[config.mk]
export PLATFORM = sky130hd
export DESIGN_NAME = pulp_logic_pipe_flat
export DESIGN_NICKNAME = d
export VERILOG_FILES = /design/src/rtl/pulp_logic_pkg.sv /design/src/rtl/pulp_logic_pipe_if.sv /design/src/rtl/pulp_logic_lane.sv /design/src/rtl/pulp_logic_pipe.sv /design/src/flat_wrapper.sv
export SDC_FILE = /design/constraint.sdc
export NUM_CORES = 1
export LEC_CHECK = 0
export ABC_AREA = 1
export BUFFER_PORTS_ARGS = -buffer_cell sky130_fd_sc_hd__buf_2
export CORE_AREA = 2 2 166 168
export CTS_BUF_LIST = sky130_fd_sc_hd__clkbuf_4 sky130_fd_sc_hd__clkbuf_8
export DETAILED_ROUTE_END_ITERATION = 7
export DIE_AREA = 0 0 168 170
export PLACE_DENSITY = 0.63
export RECOVER_POWER = 25
export SETUP_SLACK_MARGIN = 0.2
export SYNTH_ARGS = -nofsm -noshare
export SYNTH_HDL_FRONTEND = slang
export SYNTH_SLANG_ARGS = --single-unit
export TNS_END_PERCENT = 1
[constraint.sdc]
create_clock -name clk -period 2.15 [get_ports clk]
set_input_delay 0.1075 -clock clk [delete_from_list [all_inputs] [get_ports clk]]
set_output_delay 0.1075 -clock clk [all_outputs]
set_load 0.05 [all_outputs]
[src/rtl/pulp_logic_pkg.sv]
// Shared types for the pipelined bitwise logic unit.
package pulp_logic_pkg;

  typedef enum logic [3:0] {
    OpAnd  = 4'd0,
    OpOr   = 4'd1,
    OpXor  = 4'd2,
    OpAndn = 4'd3,
    OpOrn  = 4'd4,
    OpXnor = 4'd5,
    OpRand = 4'd6,
    OpRor  = 4'd7,
    OpRxor = 4'd8
  } logic_op_e;

  // Any opcode above this is illegal.
  localparam logic [3:0] LOGIC_OP_LAST = OpRxor;

endpackage

[src/rtl/pulp_logic_pipe_if.sv]
// Upstream issue and downstream result handshakes of pulp_logic_pipe.
interface pulp_logic_pipe_if #(
  parameter int unsigned WIDTH = 32
);
  logic             in_valid_i;
  logic             in_ready_o;
  logic [3:0]       in_op_i;
  logic             in_acc_i;
  logic [WIDTH-1:0] in_a_i;
  logic [WIDTH-1:0] in_b_i;
  logic             out_valid_o;
  logic             out_ready_i;
  logic [WIDTH-1:0] out_result_o;
  logic             out_err_o;

  modport master (
    output in_valid_i, in_op_i, in_acc_i, in_a_i, in_b_i, out_ready_i,
    input  in_ready_o, out_valid_o, out_result_o, out_err_o
  );

  modport slave (
    input  in_valid_i, in_op_i, in_acc_i, in_a_i, in_b_i, out_ready_i,
    output in_ready_o, out_valid_o, out_result_o, out_err_o
  );
endinterface

[src/rtl/pulp_logic_lane.sv]
// One SIMD lane: all bitwise ops plus the lane reduction, which lands in bit 0.
module pulp_logic_lane
  import pulp_logic_pkg::*;
#(
  parameter int unsigned LANE_W = 8
) (
  input  logic [3:0]        op_i,
  input  logic [LANE_W-1:0] a_i,
  input  logic [LANE_W-1:0] b_i,
  output logic [LANE_W-1:0] res_o
);

  always_comb begin
    res_o = '0;
    case (logic_op_e'(op_i))
      OpAnd:   res_o = a_i & b_i;
      OpOr:    res_o = a_i | b_i;
      OpXor:   res_o = a_i ^ b_i;
      OpAndn:  res_o = a_i & ~b_i;
      OpOrn:   res_o = a_i | ~b_i;
      OpXnor:  res_o = ~(a_i ^ b_i);
      OpRand:  res_o[0] = &a_i;
      OpRor:   res_o[0] = |a_i;
      OpRxor:  res_o[0] = ^a_i;
      default: res_o = '0;
    endcase
  end

endmodule

[src/rtl/pulp_logic_pipe.sv]
// Two-stage pipelined logic unit with valid/ready handshakes and an accumulator
// that feeds back as operand A without forwarding.
module pulp_logic_pipe
  import pulp_logic_pkg::*;
#(
  parameter int unsigned WIDTH  = 32,
  parameter int unsigned LANE_W = 8
) (
  input logic              clk,
  input logic              rst,
  pulp_logic_pipe_if.slave bus
);

  localparam int unsigned NumLanes = WIDTH / LANE_W;

  if ((WIDTH % LANE_W) != 0) begin : gen_width_check
    $error("WIDTH must be a multiple of LANE_W");
  end

  logic             s1_valid_q, s1_acc_q;
  logic [3:0]       s1_op_q;
  logic [WIDTH-1:0] s1_a_q, s1_b_q;
  logic             s2_valid_q, s2_err_q;
  logic [WIDTH-1:0] s2_result_q, acc_q;

  logic             s1_move, s2_move, s1_load, s2_load, op_illegal;
  logic [WIDTH-1:0] eff_a, lane_res, s2_result_d;

  always_comb begin
    s2_move     = !s2_valid_q || bus.out_ready_i;
    s1_move     = !s1_valid_q || s2_move;
    s1_load     = bus.in_valid_i && s1_move;
    s2_load     = s1_valid_q && s2_move;
    op_illegal  = s1_op_q > LOGIC_OP_LAST;
    // The accumulator is read at the same edge it is written, so chained
    // acc ops see the previous result without a bubble.
    eff_a       = s1_acc_q ? acc_q : s1_a_q;
    s2_result_d = op_illegal ? '0 : lane_res;
  end

  for (genvar i = 0; i < NumLanes; i++) begin : gen_lane
    pulp_logic_lane #(
      .LANE_W(LANE_W)
    ) u_lane (
      .op_i (s1_op_q),
      .a_i  (eff_a[i*LANE_W +: LANE_W]),
      .b_i  (s1_b_q[i*LANE_W +: LANE_W]),
      .res_o(lane_res[i*LANE_W +: LANE_W])
    );
  end

  always_ff @(posedge clk) begin
    if (rst) begin
      s1_valid_q  <= 1'b0;
      s1_acc_q    <= 1'b0;
      s1_op_q     <= '0;
      s1_a_q      <= '0;
      s1_b_q      <= '0;
      s2_valid_q  <= 1'b0;
      s2_err_q    <= 1'b0;
      s2_result_q <= '0;
      acc_q       <= '0;
    end else begin
      if (s1_move) s1_valid_q <= bus.in_valid_i;
      if (s1_load) begin
        s1_op_q  <= bus.in_op_i;
        s1_acc_q <= bus.in_acc_i;
        s1_a_q   <= bus.in_a_i;
        s1_b_q   <= bus.in_b_i;
      end
      if (s2_move) s2_valid_q <= s1_valid_q;
      if (s2_load) begin
        s2_result_q <= s2_result_d;
        s2_err_q    <= op_illegal;
        if (!op_illegal) acc_q <= s2_result_d;
      end
    end
  end

  assign bus.in_ready_o   = s1_move;
  assign bus.out_valid_o  = s2_valid_q;
  assign bus.out_result_o = s2_result_q;
  assign bus.out_err_o    = s2_err_q;

endmodule

[src/flat_wrapper.sv]
// flat-port wrapper written by rule: the top's interface ports become plain ports
module pulp_logic_pipe_flat import pulp_logic_pkg::*;
#(
  parameter int unsigned WIDTH  = 32,
  parameter int unsigned LANE_W = 8
)
  (clk, rst, bus_in_valid_i, bus_in_op_i, bus_in_acc_i, bus_in_a_i, bus_in_b_i, bus_out_ready_i, bus_in_ready_o, bus_out_valid_o, bus_out_result_o, bus_out_err_o);
  pulp_logic_pipe_if #(.WIDTH(WIDTH)) bus_i ();
  input logic clk;
  input logic rst;
  input wire logic [$bits(bus_i.in_valid_i)-1:0] bus_in_valid_i;
  input wire logic [$bits(bus_i.in_op_i)-1:0] bus_in_op_i;
  input wire logic [$bits(bus_i.in_acc_i)-1:0] bus_in_acc_i;
  input wire logic [$bits(bus_i.in_a_i)-1:0] bus_in_a_i;
  input wire logic [$bits(bus_i.in_b_i)-1:0] bus_in_b_i;
  input wire logic [$bits(bus_i.out_ready_i)-1:0] bus_out_ready_i;
  output wire logic [$bits(bus_i.in_ready_o)-1:0] bus_in_ready_o;
  output wire logic [$bits(bus_i.out_valid_o)-1:0] bus_out_valid_o;
  output wire logic [$bits(bus_i.out_result_o)-1:0] bus_out_result_o;
  output wire logic [$bits(bus_i.out_err_o)-1:0] bus_out_err_o;
  assign bus_i.in_valid_i = bus_in_valid_i;
  assign bus_i.in_op_i = bus_in_op_i;
  assign bus_i.in_acc_i = bus_in_acc_i;
  assign bus_i.in_a_i = bus_in_a_i;
  assign bus_i.in_b_i = bus_in_b_i;
  assign bus_i.out_ready_i = bus_out_ready_i;
  assign bus_in_ready_o = bus_i.in_ready_o;
  assign bus_out_valid_o = bus_i.out_valid_o;
  assign bus_out_result_o = bus_i.out_result_o;
  assign bus_out_err_o = bus_i.out_err_o;
  pulp_logic_pipe #(.WIDTH(WIDTH), .LANE_W(LANE_W)) u_core (.clk(clk), .rst(rst), .bus(bus_i));
endmodule
**Yosys cells after proc, flatten, opt, wreduce, memory -nomap -nowiden**

Index checks and enable logic that the tools add are counted.

- Word-level logic and storage cells: 77
- Bits in latches: 0
- Memories kept: 0
- Bits in writable memories: 0
- Flip-flop bits (word level): 136
- Bits in read-only memories: 0
- Output and inout bits: 35

- Bitwise operators: 29
- Shifts and indexed selects: 0
- Equality and inequality tests: 8
- Muxes and demuxes: 10
- $add $sub $neg: 0
- Multiply operators: 0
- Reduce and logical (&&, ||, !) cells: 20
- Divide/modulo/power cells: 0
- Magnitude comparators: 1

Operator list:

| cell | number |
|---|---|
| 7-bit one-hot mux with 6 select lines | 4 |
| 8-bit AND | 8 |
| 32-bit 2-to-1 mux | 2 |
| 8-bit inverter | 8 |
| 8-bit OR | 8 |
| 1-bit one-hot mux with 9 select lines | 4 |
| 8-bit AND reduction | 4 |
| 8-bit OR reduction | 4 |
| 8-bit XOR reduction | 4 |
| 8-bit bitwise XOR | 4 |
| 4-bit by 3-bit == test with 1-bit output, second input constant | 4 |
| 4-bit by 2-bit == test with 1-bit output, second input constant | 2 |
| 4-bit by 1-bit == test with 1-bit output, second input constant | 1 |
| 4-bit == test, second input constant | 1 |
| 4-bit greater-than comparator, second input constant | 1 |
| 4-bit logical NOT | 1 |
| 1-bit logical AND | 2 |
| 1-bit logical NOT | 2 |
| 1-bit logical OR | 2 |
| 2-bit AND reduction | 1 |
| 1-bit inverter | 1 |

**Depth between registers and ports, before layout**

Gate-level depths: netlist of the first run.

- Word-level depth: 5
- Gate-level depth with buffers: 14
- Gate-level depth less buffers: 13

**Modules after synthesis**

A second synthesis of the first run with hierarchy kept.

- Cells, all modules: 1314
- Area, all modules: 9829.4 um2

Modules (own cells, without submodules):

| module | cells an instance | instances | seq. area each (um2) | area each (um2) |
|---|---|---|---|---|
| pulp_logic_pipe | 602 | 1 | 2722.6 | 5063.6 |
| pulp_logic_lane (u_core.gen_lane[1].u_lane ...) | 178 | 3 | 0.0 | 1217.4 |
| pulp_logic_lane (u_core.gen_lane[0].u_lane) | 178 | 1 | 0.0 | 1113.6 |

**Worst setup path before layout of the first run**

OpenSTA, ideal clock, no wires.

- Path type: register to register
- Start: register u_core.s2_valid_q, in the netlist u_core.bus.out_valid_o
- End: register u_core.s1_valid_q
- Data arrival time: 2149 ps
- Library setup time: 141 ps
- Cell stages (with the launch flop): 6
- Path slack: -141 ps
- Cell sequence: dfxtp_1 nand3_1 nand2_1 clkbuf_1 clkbuf_1 a21oi_1

- Longest elaborated chain between the ends: 3

Ends and longest elaborated chain:

| element | RTL line | RTL |
|---|---|---|
| from (decl) | pulp_logic_pipe.sv:23 | `logic s2_valid_q, s2_err_q;` |
| from (signal assigned) | pulp_logic_pipe.sv:71 | `if (s2_move) s2_valid_q <= s1_valid_q;` |
| 1-bit logical NOT | pulp_logic_pipe.sv:30 | `s2_move = !s2_valid_q \|\| bus.out_ready_i;` |
| 1-bit logical OR | pulp_logic_pipe.sv:30 |  |
| 1-bit logical OR | pulp_logic_pipe.sv:31 | `s1_move = !s1_valid_q \|\| s2_move;` |
| named net bus_in_ready_o | flat_wrapper.sv:17 | `output wire logic [$bits(bus_i.in_ready_o)-1:0] bus_in_ready_o;` |
| to (signal assigned) | pulp_logic_pipe.sv:64 | `if (s1_move) s1_valid_q <= bus.in_valid_i;` |
| to (decl) | pulp_logic_pipe.sv:20 | `logic s1_valid_q, s1_acc_q;` |

The timed path passes the listed nets, and every way through them passes these cells.
A chain may end at the register's enable or synchronous reset.

**Final worst setup path of the first run**

- Start: register u_core.s1_valid_q
- End: register u_core.s1_a_q[31]

- Longest elaborated chain between the ends: 3

Ends and longest elaborated chain:

| element | RTL line | RTL |
|---|---|---|
| 1-bit logical NOT | pulp_logic_pipe.sv:31 |  |
| 1-bit logical OR | pulp_logic_pipe.sv:31 |  |
| 1-bit logical AND | pulp_logic_pipe.sv:32 | `s1_load = bus.in_valid_i && s1_move;` |
| to (signal assigned) | pulp_logic_pipe.sv:68 | `s1_a_q <= bus.in_a_i;` |
| to (decl) | pulp_logic_pipe.sv:22 | `logic [WIDTH-1:0] s1_a_q, s1_b_q;` |

Every way passes these cells.

==> summary.md, run 1 <==
| Metric | Value |
|---|---|
| Status | `complete, no violations` |
| Core area | `between 20000 and 30000 µm²` |
| Setup crit start kind | `flip-flop` |
| I/O pin count | `approximately 110` |
| Syn Inst Count | `1348` |
| Primary FF master, synth | `dfxtp_1` |
| Fin. max-slew vios | `0` |
| WL/cell | `13.9 µm` |
| Synthesis Warnings | `0` |
| Cell area power density | `606 nW/µm²` |
| Slew headroom | `48.9%` |
| Global-route wire length before repair | `41.9 mm` |
| Metal-1 WL | `12.3 mm` |
| Non-Filler Cell Area, Final | `11400 µm²` |
| Initial core utilization | `between 30% and 40%` |
| Row cnt | `60` |
| Netlist cell types | `28` |
| Antenna Cells | `0` |
| Bufs on Longest Clock Path | `2` |
| TritonRoute pass-1 iters | `5` |
| HPWL Detailed | `18.2 mm` |
| Post-synth net total | `1581` |
| Worst min path class | `primary input to flip-flop` |
| Post-place instance area | `10400 µm²` |
| Routability cong. | `0.808` |
| Worst-path clk slew | `0.09 ns` |
| IO buf count | `roughly 110` |
| Most frequent cells in the layout | `373 x nand2_1, 177 x inv_1, 160 x ha_1` |
| Max Clk Rate | `516 MHz` |
| Crit Path Class | `flip-flop to flip-flop` |
| Critical path peak fanout | `45` |
| Top layer in use | `met4` |
| Setup-failing EPs final | `0` |
| Max-Cap Viols | `0` |
| Crit path time final | `1.94 ns` |
| Net count, final | `1765` |
| Final core utilization | `42.9%` |
| VDD IR max | `0.389 mV` |
| DRC viols | `0` |
| Final Hold Vio Count | `0` |
| Post-Syn Area | `9240 µm²` |
| Worst EP required | `2.48 ns` |
| Most common cell after layout, fill and taps aside | `nand2_1` |
| Critical Path AT | `~2.3 ns` |
| Vias post-DR | `8721` |
| Seq cells post-synth | `between 100 and 150` |
| Worst-Skew Late Latency | `0.47 ns` |
| Clock Sinks | `136` |
| CTS tree | `yes` |
| Unrepaired setup endpoints after global routing | `true` |
| DIE HEIGHT | `170 µm` |
| Root Buffer | `clkbuf_8` |
| Crit share post-route | `90.1%` |
| Die area | `between 20000 and 30000 µm²` |
| DR WL met2 | `12.3 mm` |
| Sequential share of the synthesized area | `between 20 and 30%` |
| H-tree Lvls | `4` |
| Die width | `168 µm` |
| Layout area overhead | `23.8%` |
| DRT antenna net count | `0` |
| Setup Fix Bufs, Post-CTS | `0` |
| Vias per cell | `4.62` |
| Setup TNS | `0 ns` |
| Share of cells above drive strength 1 | `12.7%` |
| Fraction of registers with async set/reset | `0%` |
| Leakage dissipation | `5.91 nW` |
| Syn_area_per_cell | `6.85 µm²` |
| Total gr overflow | `0` |
| Post-Route WL | `26.3 mm` |
| Post-synth EDFFs | `0` |
| Slew @ Worst Pin | `0.766 ns` |
| Hold Slack | `roughly 0.024 ns` |
| Initial DRC count | `420` |
| WL met3 | `1.05 mm` |
| Initial antenna violation count | `0` |
| Global Route Usage Sum | `18.4%` |
| Largest net degree at the start of global routing | `58` |
| Final Skew | `0.0217 ns` |
| CTS buffer count | `17` |
| CP Capture Type | `flip-flop` |
| Via count of the first global-routing pass | `8414` |
-- stage by stage --
stage | setup slack (ns) | cells | power, W
3_3_place_gp | 0.156 | 1790 | 0.00457
3_5_place_dp | 0.115 | 1790 | 0.00461
6_report | 0.213 | 1886 | 0.00693
2_1_floorplan | 0.195 | 1348 | 0.00404
4_1_cts | 0.0972 | 1885 | 0.00696
5_1_grt | 0.0391 | 1886 | 0.00737
-- flip-flops by register name (all words and copies together) (netlist names), 4 cells and up --
signal                   count
u_core.acc_q                32
u_core.bus.out_result_o     32
u_core.s1_a_q               32
u_core.s1_b_q               32
u_core.s1_op_q               4
-- where the power goes --
part           internal (W)  switching, W  leakage (nW)
registers           0.00267      0.000109          1.12
clock network       0.00117       0.00110         0.201
logic              0.000717       0.00117          4.59
-- cell usage after synthesis (8+ instances only) --
cell type / number / area [µm²]
buf_2: 10 / 50.1
ha_1: 160 / 2000
inv_2: 8 / 30.0
nor2_1: 121 / 454
o21ai_0: 119 / 596
inv_1: 178 / 668
nand3_1: 88 / 440
a21oi_1: 39 / 195
o21ai_1: 39 / 195
nand2_1: 374 / 1400
dfxtp_1: 136 / 2720
clkbuf_1: 39 / 146
-- path summary, 6_finish.rpt --
check / startpoint / end / slack, ns / cells past startpoint
hold reg to reg: u_core.acc_q[9]$_SDFFE_PP0P_ / u_core.acc_q[9]$_SDFFE_PP0P_ / 0.45 / 2
setup reg to reg: u_core.s1_valid_q$_SDFFE_PP0N_ / u_core.s1_a_q[31]$_SDFFE_PP0P_ / 0.21 / 5
hold / removal: bus_in_b_i[0] / u_core.s1_b_q[0]$_SDFFE_PP0P_ / 0.02 / 3
setup / recovery: u_core.s1_valid_q$_SDFFE_PP0N_ / u_core.s1_a_q[31]$_SDFFE_PP0P_ / 0.21 / 5
-- what timing repair did --
| item | CTS | global route |
|---|---|---|
| cloned | 0 | 1 |
| pin swaps | 0 | 1 |
| endpoints found under the hold margin | 63 | 0 |
| endpoints found under the setup margin | 36 | 56 |
| resized for setup | 0 | 24 |
| hold buffers | 63 | 0 |
-- per-layer routing --
layer | vias up | GRT usage [%]
met4 | 0 | 6.84
li1 | 4551 | -
met2 | 162 | 31.8
met1 | 3970 | 23.0
met5 | - | 0
met3 | 38 | 2.98
-- logic make-up after synthesis --
family                     after synthesis  share of synthesized area, %
xor gates and xnor gates                 3                         0.285
adders and majority gates              160                          21.7
and+or+nand+nor                        607                          27.2
AOI/OAI and AO/OA                      198                          10.9
buffers and inverters                  244                          10.5
DFF                                    136                          29.5
-- area by class of cell --
type,count,area [µm²]
clock buffer,22,297
clock inverter,10,118
fill,2726,15200
inverter,186,698
multi-input combinational,969,5580
sequential,136,2730
tap,341,427
timing repair buffer,222,1590
-- worst max-delay path, stage by stage (launching register included) --
cell and delay (ns):
dfxtp_1 0.34, nand3_1 0.18, nand2_4 0.09, clkbuf_2 0.46
o21ai_0 0.63, nor2_1 0.07
No activity file was read; power rests on OpenSTA's default activity.
==> run 2, diff against run 1 <==
--- a/config.mk
+++ b/config.mk
@@ -5,12 +5,11 @@
 export SDC_FILE = /design/constraint.sdc
 export NUM_CORES = 1
 export LEC_CHECK = 0
-export ABC_AREA = 1
 export BUFFER_PORTS_ARGS = -buffer_cell sky130_fd_sc_hd__buf_2
-export CORE_AREA = 2 2 166 168
+export CORE_AREA = 2 2 164 166
 export CTS_BUF_LIST = sky130_fd_sc_hd__clkbuf_4 sky130_fd_sc_hd__clkbuf_8
 export DETAILED_ROUTE_END_ITERATION = 7
-export DIE_AREA = 0 0 168 170
+export DIE_AREA = 0 0 166 168
 export PLACE_DENSITY = 0.63
 export RECOVER_POWER = 25
 export SETUP_SLACK_MARGIN = 0.2
==> run 2 against run 1 <==
  * The flow now finishes with violations (negative setup slack)
  * Non-clock buffer count rose by 65
  * Cell area rose by 11%
  * Global-route usage rose by 2.0 points
  * Sequential share of layout area fell by 2.3 points
  * Worst setup slack got worse by 0.25 ns
  * Maximum frequency fell by 11%
  * Count of clock-buffer cells in the layout fell by 2
  * Utilization rose by 5.2 points
  * Register-to-register slack got worse by 0.25 ns
  * Critical path type unchanged
  * Critical endpoint is now u_core.acc_q[8]$_SDFFE_PP0P_
==> summary.md, run 2 <==
| Metric | Value |
|---|---|
| Status | `finished, violations left` |
| Failing checks | `negative setup slack` |
| DRC viols | `0` |
| Slew @ Worst Pin | `0.686 ns` |
| Top cell type's share of synthesized area | `a little under a third` |
| Vias post-DR | `8192` |
| Primary FF master, synth | `dfxtp_1` |
| Setup crit start kind | `flip-flop` |
| Worst min path class | `primary input to flip-flop` |
| Global Route Usage Sum | `between 20% and 30%` |
| Initial DRC count | `436` |
| Crit Path Class | `flip-flop to flip-flop` |
| Net count, final | `approximately 1500` |
| Setup-failing EPs final | `12` |
| DRT antenna net count | `0` |
| Syn_area_per_cell | `just under 9 µm²` |
| Reg-to-Reg Start | `u_core.s1_acc_q$_SDFFE_PP0P_` |
| Crit path cell chain | `buf_12 -> mux2i_4 -> ha_1 -> xnor2_1 -> xnor2_1 -> a21oi_1 -> a21oi_1 -> a211o_1` |
| H-tree Lvls | `4` |
| Sequential fraction of design power | `a little under two fifths` |
| Bufs and invs on worst path | `1` |
| Clock Sinks | `136` |
| TritonRoute pass-1 iters | `5` |
| Syn Inst Count | `approximately 1000` |
| Post-synth net total | `1259` |
| Vias per cell | `5.05` |
| Sw Pwr | `around 0.0021 W` |
| Final worst setup slack | `-0.0319 ns` |
| Seq cells post-synth | `approximately 140` |
| Multiplexer share of the synthesized area | `7.16%` |
| Final core utilization | `between 40 and 50%` |
| Worst path top cell family by delay | `compound AO/OA/AOI/OAI gates` |
| Worst EP required | `2.52 ns` |
| Most frequent cells in the layout | `183 x nand2_1, 135 x ha_1, 131 x dfxtp_1` |
| Initial core utilization | `34.0%` |
| R2R setup slack | `-0.03 ns` |
| Worst-Skew Late Latency | `0.48 ns` |
| Clock group share of total power | `38.2%` |
| Compound-Gate Fraction of Synth Area | `19.9%` |
| DIE HEIGHT | `approximately 170 µm` |
| Fraction of registers with async set/reset | `0%` |
| Die width | `166 µm` |
| Unrepaired setup endpoints after global routing | `true` |
| Largest family of logic cells by synthesized area | `adder cells` |
| Root Buffer | `clkbuf_8` |
| WP depth | `8` |
| Post-Syn Area | `8960 µm²` |
| VDD IR max | `0.297 mV` |
| Antenna Cells | `0` |
| Netlist cell types | `49` |
| CTS buffer count | `17` |
| Share of cells above drive strength 1 | `26.9%` |
| Cell area power density | `570 nW/µm²` |
| Largest net degree at the start of global routing | `70` |
| Gate power share | `around a quarter` |
| Setup TNS | `-0.145 ns` |
| Crit path time final | `2.18 ns` |
| CTS tree | `yes` |
| Post-synth EDFFs | `0` |
| WL/cell | `17.6 µm` |
| Post-Synth Simple-Gate Area | `12.9%` |
| Total gr overflow | `0` |
| Most common cell in the netlist | `nand2_1` |
| XOR/XNOR Fraction of Synth Area | `approximately 1.2%` |
| Fin. max-slew vios | `0` |
| Worst-path clk slew | `~0.09 ns` |
| Initial antenna violation count | `0` |
| HPWL Detailed | `about 20 mm` |
| Sw frac | `~30%` |
| CP Capture Type | `flip-flop` |
| Row cnt | `60` |
| Final Hold Vio Count | `0` |
| Setup crit end | `u_core.acc_q[8]$_SDFFE_PP0P_` |
| Int Power | `just over 0.005 W` |
| Most common cell after layout, fill and taps aside | `nand2_1` |
| Routability cong. | `roughly 0.90` |
| Core area | `26400 µm²` |
| I/O pin count | `108` |
| Slew headroom | `54.1%` |
| Max-Cap Viols | `0` |
| Leakage dissipation | `about 5.7 nW` |
| Die area | `between 20000 and 30000 µm²` |
| Crit path from | `u_core.s1_acc_q$_SDFFE_PP0P_` |
| Crit share post-route | `101%` |
| Top cells by area, synth | `dfxtp_1 30%, ha_1 22%, nand2_1 7.7%` |
| Adder-Cell Fraction of Synth Area | `22.3%` |
| Critical path peak fanout | `9` |
| Cells on worst reg2reg path | `8` |
| Yosys top cell by area | `dfxtp_1` |
| Slowest library cell on the worst path | `dfxtp_4` |
| Via count of the first global-routing pass | `8251` |
| Post-Route WL | `28.5 mm` |
| Final Skew | `0.0191 ns` |
| Critical Path AT | `2.55 ns` |
| Layout area overhead | `41.4%` |
| Synthesis Warnings | `0` |
| Bufs on Longest Clock Path | `2` |
| Max Clk Rate | `458 MHz` |
| Global-route wire length before repair | `44.9 mm` |
| Critical R2R Capture | `u_core.acc_q[8]$_SDFFE_PP0P_` |
| Sequential share of the synthesized area | `30.4%` |
| Top cells by count, synth | `185 x nand2_1, 160 x ha_1, 136 x dfxtp_1` |
| IO buf count | `107` |
| Crit path largest cell delay | `0.44 ns` |
run 2: cell types whose count changed after synthesis, sizes merged, moves of 10 or more:
cell / before / now
nand2: 378 / 185
o21ai: 158 / 14
inv: 186 / 72
nor2: 128 / 19
nand3: 88 / 8
a21oi: 39 / 104
mux2i: 0 / 54
a21o: 0 / 48
o2bb2ai: 0 / 32
a22oi: 0 / 19
buf: 19 / 29
nand2b: 0 / 10
run 2: how the worst min path moves through the flow:
stage | from | endpoint | slack [ns] | cells past startpoint
3_5_place_dp | bus_in_b_i[7] | u_core.s1_b_q[7]$_SDFFE_PP0P_ | 0.36 | 3
3_3_place_gp | bus_in_a_i[29] | u_core.s1_a_q[29]$_SDFFE_PP0P_ | 0.35 | 3
5_1_grt | rst | u_core.s1_a_q[27]$_SDFFE_PP0P_ | 0.16 | 3
4_1_cts | rst | u_core.s1_b_q[30]$_SDFFE_PP0P_ | 0.17 | 3
6_report | rst | u_core.s1_b_q[30]$_SDFFE_PP0P_ | 0.18 | 3
2_1_floorplan | bus_in_valid_i | u_core.s1_valid_q$_SDFFE_PP0N_ | 0.22 | 2
run 2: final cells by class:
class	count	area (µm²)
fillers	2482	13700
repair buffers	287	2230
inverters	72	293
clock buffers	20	263
multi-input cells	754	6480
well taps	341	427
clock inverters	11	244
flip-flops and latches	136	2730
run 2: cell families (layout without fill, tap and decap cells):
family | count (synthesis) | after routing
XOR/XNOR | 12 | 12
AND/OR/NAND/NOR | 265 | 265
multiplexers | 59 | 59
buffers and inverters | 136 | 390
flip-flops | 136 | 136
AO/OA/AOI/OAI | 258 | 258
adder cells (fa/ha/maj) | 160 | 160
run 2: per-layer routing:
| layer | track usage [%] | vias to the layer above | part of all wire (%) |
|---|---|---|---|
| li1 | - | 4011 | - |
| met1 | 25.6 | 3946 | 45 |
| met2 | 35.0 | 195 | 48 |
| met3 | 3.86 | 40 | 4.7 |
| met4 | 7.15 | 0 | 2.3 |
| met5 | 0 | - | 0 |
run 2: power groups by stage:
stage               clock network [W]  registers [W]  logic [W]
finish                        0.00276        0.00277    0.00169
global route                  0.00293        0.00279    0.00184
CTS                           0.00281        0.00277    0.00164
detailed placement                  0        0.00282    0.00141
global placement                    0        0.00282    0.00138
floorplan                           0        0.00284   0.000834
run 2: stage by stage:
step / area [µm²] / setup WS, ns / std cells / total power, W / hold WS, ns
after global placement: 10700 / -0.0390 / 1512 / 0.00420 / 0.352
after CTS: 12500 / -0.00390 / 1621 / 0.00722 / 0.175
after global routing: 12700 / -0.123 / 1621 / 0.00756 / 0.160
after floorplan: 9190 / 0.0454 / 1026 / 0.00368 / 0.225
final: 12700 / -0.0319 / 1621 / 0.00722 / 0.181
after detailed placement: 10700 / -0.0805 / 1512 / 0.00423 / 0.357
run 2: what timing repair did:
action,4_1_cts,5_1_grt
buffers inserted,4,0
hold buffers,72,0
hold endpoints to repair,71,0
pin swaps,42,26
endpoints found under the setup margin,62,64
gates resized for setup,91,38
gates cloned,2,0
run 2: worst min-delay path, delay by kind of cell:
| kind | cells | cell delay (ns) |
|---|---|---|
| buffers and inverters | 2 | 0.37 |
| AOI/OAI and AO/OA | 1 | 0.14 |
